### src/rtl/shr_seq_arbiter.sv
// shr_seq_arbiter
//   Shares one iterative shift-right engine between two requesters. A granted
//   request loads its operand and step count. The engine then shifts right by
//   I bits on each enabled cycle until the count runs out. The result is held
//   on OUT_* together with the owning requester ID until the consumer takes it.
//
// Ports
//   CLK, RST        clock; synchronous active-high reset
//   EN              global enable; low freezes every register and blocks handshakes
//   REQx_VALID/READY/DATA/AMT   request channel x (x = 0, 1); READY is combinational
//   OUT_VALID/READY/DATA/ID     result channel
//   BUSY            high whenever the engine is not idle
//
// Build option
//   SHR_SEQ_EARLY_ZERO_EN: when defined, SHIFT ends as soon as the shifted data
//   becomes all-zero. The result is unchanged; only latency differs.
//
// state | meaning
// IDLE  | waiting for a request; grant is issued here
// SHIFT | shifting data right by I per enabled cycle
// DONE  | result presented, waiting for OUT_READY
module shr_seq_arbiter #(
  parameter int N  = 16,
  parameter int I  = 1,
  parameter int CW = 5
) (
  input  logic          CLK,
  input  logic          RST,
  input  logic          EN,
  input  logic          REQ0_VALID,
  output logic          REQ0_READY,
  input  logic [N-1:0]  REQ0_DATA,
  input  logic [CW-1:0] REQ0_AMT,
  input  logic          REQ1_VALID,
  output logic          REQ1_READY,
  input  logic [N-1:0]  REQ1_DATA,
  input  logic [CW-1:0] REQ1_AMT,
  output logic          OUT_VALID,
  input  logic          OUT_READY,
  output logic [N-1:0]  OUT_DATA,
  output logic          OUT_ID,
  output logic          BUSY
);

  typedef enum logic [1:0] {
    S_IDLE  = 2'd0,
    S_SHIFT = 2'd1,
    S_DONE  = 2'd2
  } state_t;

  state_t        state_q, state_d;
  logic [N-1:0]  data_q, data_d;
  logic [CW-1:0] cnt_q, cnt_d;
  logic          id_q, id_d;
  // ID of the most recently granted requester; resets to 1 so REQ0 wins first.
  logic          last_q, last_d;

  logic          grant0, grant1;
  logic          accept_ok;
  logic [N-1:0]  data_shr;

  always_comb begin
    grant0     = REQ0_VALID & (~REQ1_VALID | last_q);
    grant1     = REQ1_VALID & ~grant0;
    accept_ok  = EN & ~RST & (state_q == S_IDLE);
    REQ0_READY = accept_ok & grant0;
    REQ1_READY = accept_ok & grant1;
    data_shr   = data_q >> I;
  end

  always_comb begin
    state_d = state_q;
    data_d  = data_q;
    cnt_d   = cnt_q;
    id_d    = id_q;
    last_d  = last_q;
    if (EN) begin
      case (state_q)
        S_IDLE: begin
          if (REQ0_READY || REQ1_READY) begin
            data_d  = REQ1_READY ? REQ1_DATA : REQ0_DATA;
            cnt_d   = REQ1_READY ? REQ1_AMT : REQ0_AMT;
            id_d    = REQ1_READY;
            last_d  = REQ1_READY;
            state_d = (cnt_d != '0) ? S_SHIFT : S_DONE;
          end
        end
        S_SHIFT: begin
          data_d = data_shr;
          cnt_d  = cnt_q - CW'(1);
          if (cnt_q == CW'(1)) begin
            state_d = S_DONE;
          end
`ifdef SHR_SEQ_EARLY_ZERO_EN
          // Further shifts cannot change an all-zero value, so finish early.
          if (data_shr == '0) begin
            state_d = S_DONE;
            cnt_d   = '0;
          end
`endif
        end
        S_DONE: begin
          if (OUT_READY) begin
            state_d = S_IDLE;
          end
        end
        default: state_d = S_IDLE;
      endcase
    end
  end

  always_ff @(posedge CLK) begin
    if (RST) begin
      state_q <= S_IDLE;
      data_q  <= '0;
      cnt_q   <= '0;
      id_q    <= 1'b0;
      last_q  <= 1'b1;
    end else begin
      state_q <= state_d;
      data_q  <= data_d;
      cnt_q   <= cnt_d;
      id_q    <= id_d;
      last_q  <= last_d;
    end
  end

  always_comb begin
    OUT_VALID = (state_q == S_DONE);
    OUT_DATA  = data_q;
    OUT_ID    = id_q;
    BUSY      = (state_q != S_IDLE);
  end

endmodule

### config.mk
export PLATFORM = sky130hd
export DESIGN_NAME = shr_seq_arbiter
export DESIGN_NICKNAME = d
export VERILOG_FILES = /design/src/rtl/shr_seq_arbiter.sv
export SDC_FILE = /design/constraint.sdc
export NUM_CORES = 1
export LEC_CHECK = 0
export CAP_MARGIN = 25
export CELL_PAD_IN_SITES_DETAIL_PLACEMENT = 0
export CELL_PAD_IN_SITES_GLOBAL_PLACEMENT = 1
export CORE_MARGIN = 2
export CORE_UTILIZATION = 29
export DETAILED_ROUTE_END_ITERATION = 10
export GPL_TIMING_DRIVEN = 0
export PLACE_DENSITY = 0.77
export SETUP_SLACK_MARGIN = 0.3
export SYNTH_ARGS = -nofsm -noshare
export SYNTH_HDL_FRONTEND = slang
export SYNTH_SLANG_ARGS = --single-unit
### constraint.sdc
create_clock -name CLK -period 2.2 [get_ports CLK]
set_input_delay 0.33 -clock CLK [delete_from_list [all_inputs] [get_ports CLK]]
set_output_delay 0.33 -clock CLK [all_outputs]
set_load 0.02 [all_outputs]
**Word-level counts from Yosys, hierarchy flattened**

Index checks and enable logic that the tools add are counted.

- Output and inout port bits: 21
- Input port bits: 48
- Register bits after elaboration: 25
- Word-level logic and storage cells: 41

- Equal/unequal tests: 6
- Mux-type cells: 11
- Add/subtract/negate cells: 1
- Reduce and logical (&&, ||, !) cells: 8
- Bitwise gates (word level): 10

Operators with widths:

| kind | count |
|---|---|
| 2-to-1 mux 16 bit | 2 |
| case mux 16 bit (2 select lines) | 1 |
| 2-to-1 mux 5 bit | 2 |
| case mux 5 bit (2 select lines) | 1 |
| 2-to-1 mux 2 bit | 4 |
| bitwise AND 1 bit | 6 |
| case mux 2 bit (3 select lines) | 1 |
| AND reduction 3 bit | 2 |
| equality test 5 x 1 -> 1 bit, second input constant | 1 |
| nonzero test 5 bit | 1 |
| subtractor 5 x 1 -> 5 bit, second input constant | 1 |
| != test 2 x 1 -> 1 bit, second input constant | 2 |
| AND reduction 4 bit | 1 |
| nonzero test 2 bit | 2 |
| inverter 1 bit | 3 |
| equality test 2 x 1 -> 1 bit, second input constant | 1 |
| equality test 2 bit, second input constant | 1 |
| logical NOT 2 bit | 1 |
| != test 2 bit, second input constant | 1 |
| logical OR 1 bit | 1 |
| bitwise OR 1 bit | 1 |

**Logic depth before layout (Yosys ltp)**

- Depth in word-level cells: 11
- Gate-level depth with buffers: 8
- Depth with buffers taken out: 6

**Least setup slack after synthesis**

OpenSTA, ideal clock, no wires.

- Kind: reg-to-output
- From: register state_q[0]
- To: output REQ1_READY
- Data required time: 1.870 ns
- Buffers on the path: 4
- Stages on the path, launching flop included: 8
- Setup slack: 0.398 ns
- Arrival: 1.472 ns
- Cell sequence: dfxtp_1 > buf_6 > nand4bb_1 > or2_1 > buf_6 > buf_6 > clkbuf_1 > inv_1

- Cells in the longest elaborated chain, start to end: 3

RTL lines:

| item | RTL line | source |
|---|---|---|
| start: declaration | 51 | `state_t state_q, state_d;` |
| start signal: assignment | 120 | `state_q <= state_d;` |
| logical NOT 2 bit | 65 | `accept_ok = EN & ~RST & (state_q == S_IDLE);` |
| bitwise AND 1 bit | 65 |  |
| bitwise AND 1 bit | 67 | `REQ1_READY = accept_ok & grant1;` |
| end: declaration | 35 | `output logic REQ1_READY,` |

No other way between the ends.

**Worst setup path after layout**

Ends and elaborated chain as after synthesis.

==> run metrics <==
IO Count a little under 70; final worst-path cycle share 0.919; Mapped Area approximately 0.0015 sq mm; pins over their slew limit 0; Syn Inst Count 190; CTS tree done; H-tree lvl count 1; Initial Util 0.299; pin count of the biggest net entering global routing 15; EDFF count, synth 0; most frequent cells in the layout clkdlybuf4s50_1 (61), nor2_1 (37), dfxtp_1 (23); share of cells above drive strength 1 0.132; Synth Flop Type dfxtp_1; pre-CTS setup slack -0.857 ns; n_diodes 0; number of DRC markers in iteration 0 between 70 and 80; number of antenna violations at the first check in global routing 0; MaxCap Viol Count 0; DIE HEIGHT around 77 um; Finished Cell Area between 0.002 and 0.0025 sq mm; clock slew at reported path FFs 0.08 ns; async set-reset flop share out of synthesis 0; number of global-route vias before repair between 1,500 and 2,000; Remaining DRCs 0; core area 0.00511 sq mm; #FFs+latches synth 25; most common cell after layout, fill and taps aside clkdlybuf4s50_1; first-pass GRT wire length approximately 7900 um; final wirelength approximately 4700 um; minimum clock period just over 2 ns; fmax 495 MHz; Worst Tran Pin Value ~0.54 ns; Row Count 26; worst skew pair latency approximately 0.28 ns; overall routing resource usage 0.166; Area Growth Syn to Fin 61.3%; final hold viol count 0; filler cell count in the final layout roughly 540; Mean Syn Cell Area 8.04 sq um; Layout Utilization 0.482; Die Area approximately 0.0059 sq mm; hold-fix buffers at CTS 0; hold crit path type reg2reg; RSZ-0062 raised after global routing yes; Synth top area share 0.328; Finished Layout Cells 343; worst hold slack around 0.48 ns; WL/cell 13.8 um; Static Leak slightly below 1 nW; Slew HR 0.635; Pwr per Cell Area roughly 630 mW/mm^2; CTS Root Cell clkbuf_8; Unique masters post-synth 38; final setup fails 0; grt ovf 0; status finished, final reports clean; Num CTS Buffers 3; clk_skew ~0.012 ns; Layout Nets approximately 320; clock tree buffer depth 2; clock sinks 25; Worst Path Class, Setup reg2out; Placed Cells ~330; DRT Pass-1 Iters 4; HPWL Detailed between 3000 and 4000 um; WP data arrival 1.69 ns; placed cell areas roughly 0.0023 sq mm; largest area contributor in the netlist dfxtp_1; IO buf count 68; top cells by area, synth dfxtp_1 (33%), a221o_1 (10%), o2bb2ai_1 (9.7%); Peak VDD IR roughly 0.32 mV; Worst setup SP type register; sequential area share after synthesis 0.328; worst-path fanout max 5; GP Congestion between 0.8 and 0.9; Setup crit end kind output port; synth warn 0; Final ANT Viol Nets 0; Worst EP required approximately 1.9 ns; via count about 1,700; width of the die 76.6 um; Setup WS post-layout 0.178 ns; mean number of vias per cell 4.89; syn_nets 240
## logic make-up after synthesis
logic type | Yosys count | share of synthesized area
compound gates | 54 | 0.296
fa+ha+maj | 2 | 0.0164
buf+inv | 35 | 0.114
flops | 25 | 0.328
mux | 4 | 0.0262
simple gates | 70 | 0.219
## stage by stage
| stage | power (W) | setup TNS (ns) |
|---|---|---|
| 2_1_floorplan | 0.000965 | 0 |
| 3_3_place_gp | 0.00125 | -3.13 |
| 3_5_place_dp | 0.00125 | -3.01 |
| 4_1_cts | 0.00156 | 0 |
| 5_1_grt | 0.00167 | 0 |
| 6_report | 0.00156 | 0 |
## power breakdown
group	total [W]	internal, W	switching (W)
clock network	0.000283	0.000127	0.000156
registers	0.000590	0.000529	0.0000610
logic	0.000687	0.000341	0.000346
## metal layers
metal,GRT usage,vias up,share of wire,wire (um)
met5,0,-,0,0
met4,0.0418,0,0.018,86
met3,0.0438,9,0.055,261
met2,0.288,52,0.48,2260
met1,0.203,760,0.45,2120
li1,-,855,-,-
## final cells by class
type | instances | area (sq um) | share of cell area
Timing Repair Buffer | 79 | 759 | 0.308
Buffer | 14 | 123 | 0.0498
Clock inverter | 1 | 5.00 | 0.00203
Clock buffer | 3 | 41.3 | 0.0168
Sequential cell | 25 | 503 | 0.204
Multi-Input combinational cell | 130 | 861 | 0.349
Tap cell | 70 | 87.6 | 0.0356
Inverter | 21 | 83.8 | 0.0340
## cells in the mapped netlist (2+ instances only)
master     instances
buf_6              5
nor2_1            38
buf_2              4
nor2b_1            4
nor3_1             6
dfxtp_1           25
a21oi_1            5
inv_1             21
a221o_1           16
o22ai_1            3
nand3b_1           2
or3_1              3
nand2_1            4
ha_1               2
mux2i_1            4
nand2b_1           5
clkbuf_1           4
o2bb2ai_1         17
a31oi_1            3
## sequential cells by signal (all words and copies together) (netlist names)
name and count:
OUT_ID 1, state_q 2, last_q 1, cnt_q 5, OUT_DATA 16
## worst paths after layout
| path | slack (ns) | cells past startpoint | endpoint | from |
|---|---|---|---|---|
| worst min-delay path | 0.48 | 1 | OUT_DATA[12] | OUT_DATA[12] |
| worst max-delay path | 0.18 | 8 | REQ1_READY | state_q[0] |
| worst min register to register | 0.48 | 1 | OUT_DATA[12] | OUT_DATA[12] |
| worst max register to register | 0.29 | 9 | state_q[0] | state_q[0] |
## worst max-delay path, stage by stage, from the launching register on
cell and delay, ns:
dfxtp_2 0.32, buf_6 0.11, nand4bb_1 0.20, or2_1 0.28, buf_6 0.13, buf_8 0.12
clkbuf_16 0.14, clkinv_4 0.03, buf_6 0.10
## timing repair
action                                  in CTS  in global routing
buffers inserted                             4                  7
endpoints found under the setup margin      25                 13
resized for setup                           23                  6
pin swaps                                    2                  2
No activity file was read; power rests on OpenSTA's default activity.
